File: src/rtl/rr_arb_pkg.sv
// rtl/rr_arb_pkg.sv - shared types, sizes and round-robin pick function for the mux arbiter
package rr_arb_pkg;
   localparam int N_REQ = 16;
   localparam int SEL_W = 4;

   typedef enum logic {IDLE, GRANT} arb_state_t;

   typedef struct packed {
      logic             found;
      logic [SEL_W-1:0] idx;
   } pick_t;

   // Scan from the far end back toward ptr so the last hit is the closest one.
   function automatic pick_t rr_pick(input logic [N_REQ-1:0] req, input logic [SEL_W-1:0] ptr);
      pick_t            r;
      logic [SEL_W-1:0] k;
      r.found = 1'b0;
      r.idx   = '0;
      for (int i = N_REQ - 1; i >= 0; i--) begin
         k = ptr + SEL_W'(i);
         if (req[k]) begin
            r.found = 1'b1;
            r.idx   = k;
         end
      end
      return r;
   endfunction
endpackage

File: src/rtl/mux16to1.sv
// rtl/mux16to1.sv - 16:1 single-bit select datapath
module mux16to1 (
   input  logic [15:0] in,
   input  logic [3:0]  sel,
   output logic        out
);
   assign out = in[sel];
endmodule

File: src/rtl/rr_mux_arbiter.sv
// rtl/rr_mux_arbiter.sv - round-robin arbiter with hold limit driving a 16:1 bit mux
module rr_mux_arbiter
   import rr_arb_pkg::*;
#(
   parameter int MAX_HOLD = 8
) (
   input  logic             clk,
   input  logic             rst_n,
   input  logic [N_REQ-1:0] req,
   input  logic [N_REQ-1:0] data_in,
   output logic [N_REQ-1:0] gnt,
   output logic [SEL_W-1:0] sel,
   output logic             valid,
   output logic             data_out
);
   arb_state_t       state, state_nxt;
   logic [N_REQ-1:0] gnt_nxt;
   logic [SEL_W-1:0] sel_nxt, ptr, ptr_nxt;
   logic [7:0]       hold_cnt, hold_nxt;
   logic             valid_nxt, mux_out;
   pick_t            pick;

   always_ff @(posedge clk) begin
      if (!rst_n) begin
         state    <= IDLE;
         gnt      <= '0;
         sel      <= '0;
         valid    <= 1'b0;
         ptr      <= '0;
         hold_cnt <= '0;
      end else begin
         state    <= state_nxt;
         gnt      <= gnt_nxt;
         sel      <= sel_nxt;
         valid    <= valid_nxt;
         ptr      <= ptr_nxt;
         hold_cnt <= hold_nxt;
      end
   end

   always_comb begin
      state_nxt = state;
      gnt_nxt   = gnt;
      sel_nxt   = sel;
      valid_nxt = valid;
      ptr_nxt   = ptr;
      hold_nxt  = hold_cnt;
      pick      = rr_pick(req, ptr);
      case (state)
         IDLE: begin
            gnt_nxt   = '0;
            valid_nxt = 1'b0;
            hold_nxt  = '0;
            if (pick.found) begin
               state_nxt = GRANT;
               gnt_nxt   = N_REQ'(1) << pick.idx;
               sel_nxt   = pick.idx;
               valid_nxt = 1'b1;
            end
         end
         GRANT: begin
            // Either release cause gives the same single pointer update.
            if (!req[sel] || hold_cnt == 8'(MAX_HOLD - 1)) begin
               state_nxt = IDLE;
               gnt_nxt   = '0;
               valid_nxt = 1'b0;
               ptr_nxt   = sel + SEL_W'(1);
               hold_nxt  = '0;
            end else begin
               hold_nxt  = hold_cnt + 8'd1;
            end
         end
         default: state_nxt = IDLE;
      endcase
   end

   mux16to1 u_mux (
      .in  (data_in),
      .sel (sel),
      .out (mux_out)
   );

   assign data_out = valid & mux_out;
endmodule

File: config.mk
export PLATFORM = sky130hd
export DESIGN_NAME = rr_mux_arbiter
export DESIGN_NICKNAME = d
export VERILOG_FILES = /design/src/rtl/rr_arb_pkg.sv /design/src/rtl/mux16to1.sv /design/src/rtl/rr_mux_arbiter.sv
export SDC_FILE = /design/constraint.sdc
export NUM_CORES = 1
export LEC_CHECK = 0
export BUFFER_PORTS_ARGS = -buffer_cell sky130_fd_sc_hd__clkbuf_2
export CAP_MARGIN = 20
export CELL_PAD_IN_SITES_DETAIL_PLACEMENT = 1
export CELL_PAD_IN_SITES_GLOBAL_PLACEMENT = 2
export CORE_ASPECT_RATIO = 1.5
export CORE_UTILIZATION = 40
export CTS_CLUSTER_SIZE = 40
export DETAILED_ROUTE_END_ITERATION = 10
export GPL_TIMING_DRIVEN = 1
export PLACE_DENSITY_LB_ADDON = 0.08
export SETUP_SLACK_MARGIN = 0.02
export SYNTH_ARGS = -nofsm -noshare
export SYNTH_HDL_FRONTEND = slang
export SYNTH_HIERARCHICAL = 1
export SYNTH_SLANG_ARGS = --single-unit
File: constraint.sdc
create_clock -name clk -period 7 [get_ports clk]
set_input_delay 2.1 -clock clk [delete_from_list [all_inputs] [get_ports clk]]
set_output_delay 2.1 -clock clk [all_outputs]
set_load 0.02 [all_outputs]
**After elaboration in Yosys (flattened, before gate mapping)**

Cells that the tools add are included.
Widths: inputs -> output; s select.

- Register bits: 34
- Input port bits: 34
- Output and inout port bits: 22
- Word-level logic and storage cells: 111

- Add/sub/neg operators: 17
- Order comparisons: 17
- Eq/ne operators: 2
- Shifts and indexed selects: 1
- Mux-type cells: 62
- Bitwise operators: 2
- Reduce and logical (&&, ||, !) cells: 4

Operators by type and width:

| operator | count |
|---|---|
| $lt 4x5->1 const B | 17 |
| $mux 5 | 16 |
| $bmux 1 s4 | 18 |
| $add 4x4->4 const B | 8 |
| $mux 16 | 2 |
| $pmux 16 s2 | 1 |
| $mux 1 | 21 |
| $add 4x3->4 const B | 4 |
| $pmux 8 s2 | 1 |
| $shl 1x4->16 const A | 1 |
| $add 4x1->4 const B | 2 |
| $add 4x2->4 const B | 2 |
| $add 8x1->8 const B | 1 |
| $eq 8x3->1 const B | 1 |
| $mux 8 | 1 |
| $pmux 1 s2 | 2 |
| $reduce_and 2->1 | 2 |
| $ne 2x1->1 const B | 1 |
| $and 1x1->1 | 1 |
| $logic_not 1->1 | 1 |
| $logic_or 1x1->1 | 1 |
| $not 1->1 | 1 |

**Depth between registers and ports, before layout**

- Word-level depth: 22
- Depth in mapped cells: 17

**Modules after synthesis**

Netlist, hierarchy kept.

By module, submodules not included:

| module | instances | cells an instance | area an instance (um2) | seq. area each (um2) |
|---|---|---|---|---|
| rr_mux_arbiter | 1 | 438 | 4011.3 | 680.7 |
| mux16to1 | 1 | 7 | 135.1 | 0.0 |

**Worst setup path before layout**

Ideal clock, no wire load.

- Kind: in2out
- Start: in data_in[13]
- End: out data_out
- Arrival time: 2.999 ns
- Required time: 4.900 ns
- Setup slack: 1.901 ns
- Stages on the path: 4
- Path buffers: 0
- Cell sequence: mux4_1 > mux2i_1 > mux2i_1 > and2_1

- Word-level cells in the longest chain between the ends: 3

Ends and longest elaborated chain:

| item | line | source |
|---|---|---|
| start: declaration | rr_mux_arbiter.sv:10 | `input logic [N_REQ-1:0] data_in,` |
| $bmux 1 s4 | mux16to1.sv:7 | `assign out = in[sel];` |
| $mux 1 (not written as such) | mux16to1.sv:7 |  |
| named net mux_out | rr_mux_arbiter.sv:20 | `logic valid_nxt, mux_out;` |
| $and 1x1->1 | rr_mux_arbiter.sv:83 | `assign data_out = valid & mux_out;` |
| end: declaration | rr_mux_arbiter.sv:14 | `output logic data_out` |

The timed path passes the listed nets, and every way through them passes these cells. The select of a mux whose other input is x is not followed.

**Worst setup path in the final report**

Ends and elaborated chain as after synthesis.

==> flow_summary.toml <==
[outcome]
status = "complete, but fails checks"
violations = "design-rule violations"

[clock_tree]
post_cts.repair.setup_buffers = 0
clk_path_buf_depth = 2
cts.sinks = 34
clock_latency_ns = 0.28
cts_buffers = 5
cts_tree = "done"
htreeDepth = 2
cts-resized-gates = 0
path_clk_slew_ns = 0.05
root_buffer = "clkbuf_16"
hold_buffers = 0

[power_and_ir_drop]
p_leak_uw = 0.001758
power.total_uw = 2558
ir_drop_mv = 0.2949
powerDensity_nw_per_um2 = 556.2

[global_route]
grt_use_total_pct = 26.13
grt_pass1_wl_mm = 21.81
grt_pass1_vias = 4014
grt_max_degree = 37
antenna_found_initial = 0
grt_overflow_total = 0

[finish]
final.fill_count = 1193
instances_no_fill = 605
syn2layout_area_growth_pct = 10.89
drive_gt1_share_pct = 27.05
final_net_count = 531
diodes = 0

[yosys]
synth.distinct_cells = 77
avgSynthCellArea_sq_um = 9.318
netlist_instances = 445
synth_seq_cells = 34
ys.warnings.count = 6
netlist_area_sq_um = 4146
synthArstFlopShare_pct = 0
synth_flop_cell = "dfxtp_1"
seq_area_frac_synth_pct = 16.42
synth_edf_count = 0
syn-num-nets = 488

[drt]
vias = 3904
antenna_left = 0
first_iter_violations = 132
wl_mm = 13.71
wl_per_cell_um = 22.67
drc = 1
vias_per_cell = 6.453
firstDrtPassIters = 7

[timing]
tns_ns = 0
worst_slack_ns = 1.646
hold-worst-slack_ns = 0.4406
setup_viol = 0
drv_slew = 0
fmax_mhz = 186.8
worst_slew_pin_slew_ns = 0.9981
grt_setup_unrepaired = "false"
slew-limit-headroom_pct = 31.74
skew_ns = 0.002954
finalCriticalPeriod_ns = 5.354
fin_crit_sh_pct = 76.49
hold_viol = 0

[setup_path]
crit_required_ns = 4.90
startpoint_type = "input port"
cp-end-kind = "primary output"
crit_arrival_ns = 3.25
crit_type = "in -> out"
worstPathMaxFanout = 1

[placed_design]
pre_cts_ws_ns = 1.622
dp_hpwl_mm = 10.68
place_inst = 597
gp_congestion = 0.8867
port_buffers = 55

[floorplan]
die_w_um = 85.13
io_pins = 56
core_area_sq_um = 10080
dieArea_sq_um = 10790
num_rows = 45
die_height_um = 126.7
initial_core_util_pct = 41.14

[job]
cap_violations = 0

[hold_path]
worst_hold_path_type = "reg -> reg"
==> sequential cells by signal, indices dropped and copies added (netlist names) <==
signal	cells
state	1
valid	1
hold_cnt	8
gnt	16
sel	4
ptr	4
==> cell families after synthesis <==
family,after synthesis,share of synthesized area (%)
AOI/OAI and AO/OA,101,18.80
xor gates and xnor gates,20,4.768
adders and majority gates,9,2.716
buffers and inverters,38,4.707
DFF,34,16.42
muxes,79,31.65
and+or+nand+nor,164,20.94
==> worst paths after layout <==
kind / from / end / slack (ns) / cells after the start
max: data_in[13] / data_out / 1.65 / 6
min: gnt[1] / gnt[1] / 0.44 / 2
max reg2reg: ptr[1] / gnt[14] / 1.82 / 12
min reg2reg: gnt[1] / gnt[1] / 0.44 / 2
==> report_power, final <==
group          switching [uW]  internal, uW  total (uW)  leakage, uW
sequential               54.0           234         288     0.000276
combinational            1260           799        2060      0.00141
clock                    77.4           128         206    0.0000694
total                    1400          1160        2560      0.00176
==> cells in the mapped netlist, types with 3 or more instances <==
cell type,instances,area [sq um]
nor2_1,43,161.4
nand2_1,35,131.4
dfxtp_1,34,680.7
mux4_2,34,765.7
mux2i_1,27,270.3
a21oi_1,19,95.09
nand3_1,17,85.08
o21ai_0,16,80.08
mux2_2,12,135.1
nor3_1,12,60.06
clkbuf_1,11,41.29
inv_1,11,41.29
nor2b_1,11,68.82
ha_1,9,112.6
o21ai_1,9,45.04
xor2_1,9,78.83
a22o_1,8,70.07
xnor2_1,8,70.07
and2_1,7,43.79
nand2b_1,7,43.79
buf_2,6,30.03
and3_1,4,25.02
mux4_1,4,105.1
nand4_1,4,25.02
o211a_1,4,40.04
or3_1,4,25.02
a2111oi_0,3,26.28
a211oi_1,3,22.52
a221oi_1,3,26.28
a22oi_1,3,22.52
a31oi_1,3,18.77
buf_4,3,22.52
buf_6,3,33.78
nand3b_1,3,22.52
nor4_1,3,18.77
==> layer usage <==
| layer | vias up | GRT usage (%) | wire (um) |
|---|---|---|---|
| li1 | 1812 | - | - |
| met1 | 1980 | 30.27 | 5308 |
| met2 | 87 | 48.15 | 7483 |
| met3 | 25 | 2.147 | 436 |
| met4 | 0 | 11.96 | 486 |
| met5 | - | 0 | 0 |
==> placed cells by master (no fill, tap or decap), types with 4 or more instances in the layout <==
cell type  netlist  final
mux4_2          34     34
or3_1            4      4
mux4_1           4      4
o21ai_0         16     16
a21oi_1         19     19
nand2b_1         7      7
dfxtp_1         34     34
ha_1             9      9
nand3_1         17     17
buf_4            3      5
nor2b_1         11     11
o21ai_1          9      9
nor3_1          12     12
mux2_2          12     12
clkbuf_2         0     55
and3_1           4      4
xnor2_1          8      8
nor2_1          43     43
inv_1           11     11
a22o_1           8      8
xor2_1           9      9
mux2i_1         27     27
nand2_1         35     35
nand4_1          4      4
o211a_1          4      4
clkbuf_16        0      5
and2_1           7      7
==> critical path, cell delays in order <==
cell,delay [ns]
clkbuf_2,0.08
mux4_1,0.49
mux2i_1,0.15
mux2i_1,0.12
and2_1,0.18
clkbuf_2,0.15
==> final cells by class <==
| cell class | count | area (sq um) | area share (%) |
|---|---|---|---|
| repair buffers | 60 | 312.8 | 6.803 |
| multi-input cells | 373 | 3271 | 71.13 |
| clock buffers | 5 | 125.1 | 2.721 |
| well taps | 117 | 146.4 | 3.184 |
| flip-flops and latches | 34 | 680.7 | 14.80 |
| inverters | 14 | 52.55 | 1.143 |
| clock inverters | 2 | 10.01 | 0.2177 |
==> metrics by stage <==
step | area [sq um] | utilization, %
6_report | 4598 | 45.62
5_1_grt | 4598 | 45.62
4_1_cts | 4591 | 45.55
3_5_place_dp | 4456 | 44.21
3_3_place_gp | 4456 | 44.21
2_1_floorplan | 4146 | -
(Power assumes the default switching activity.)
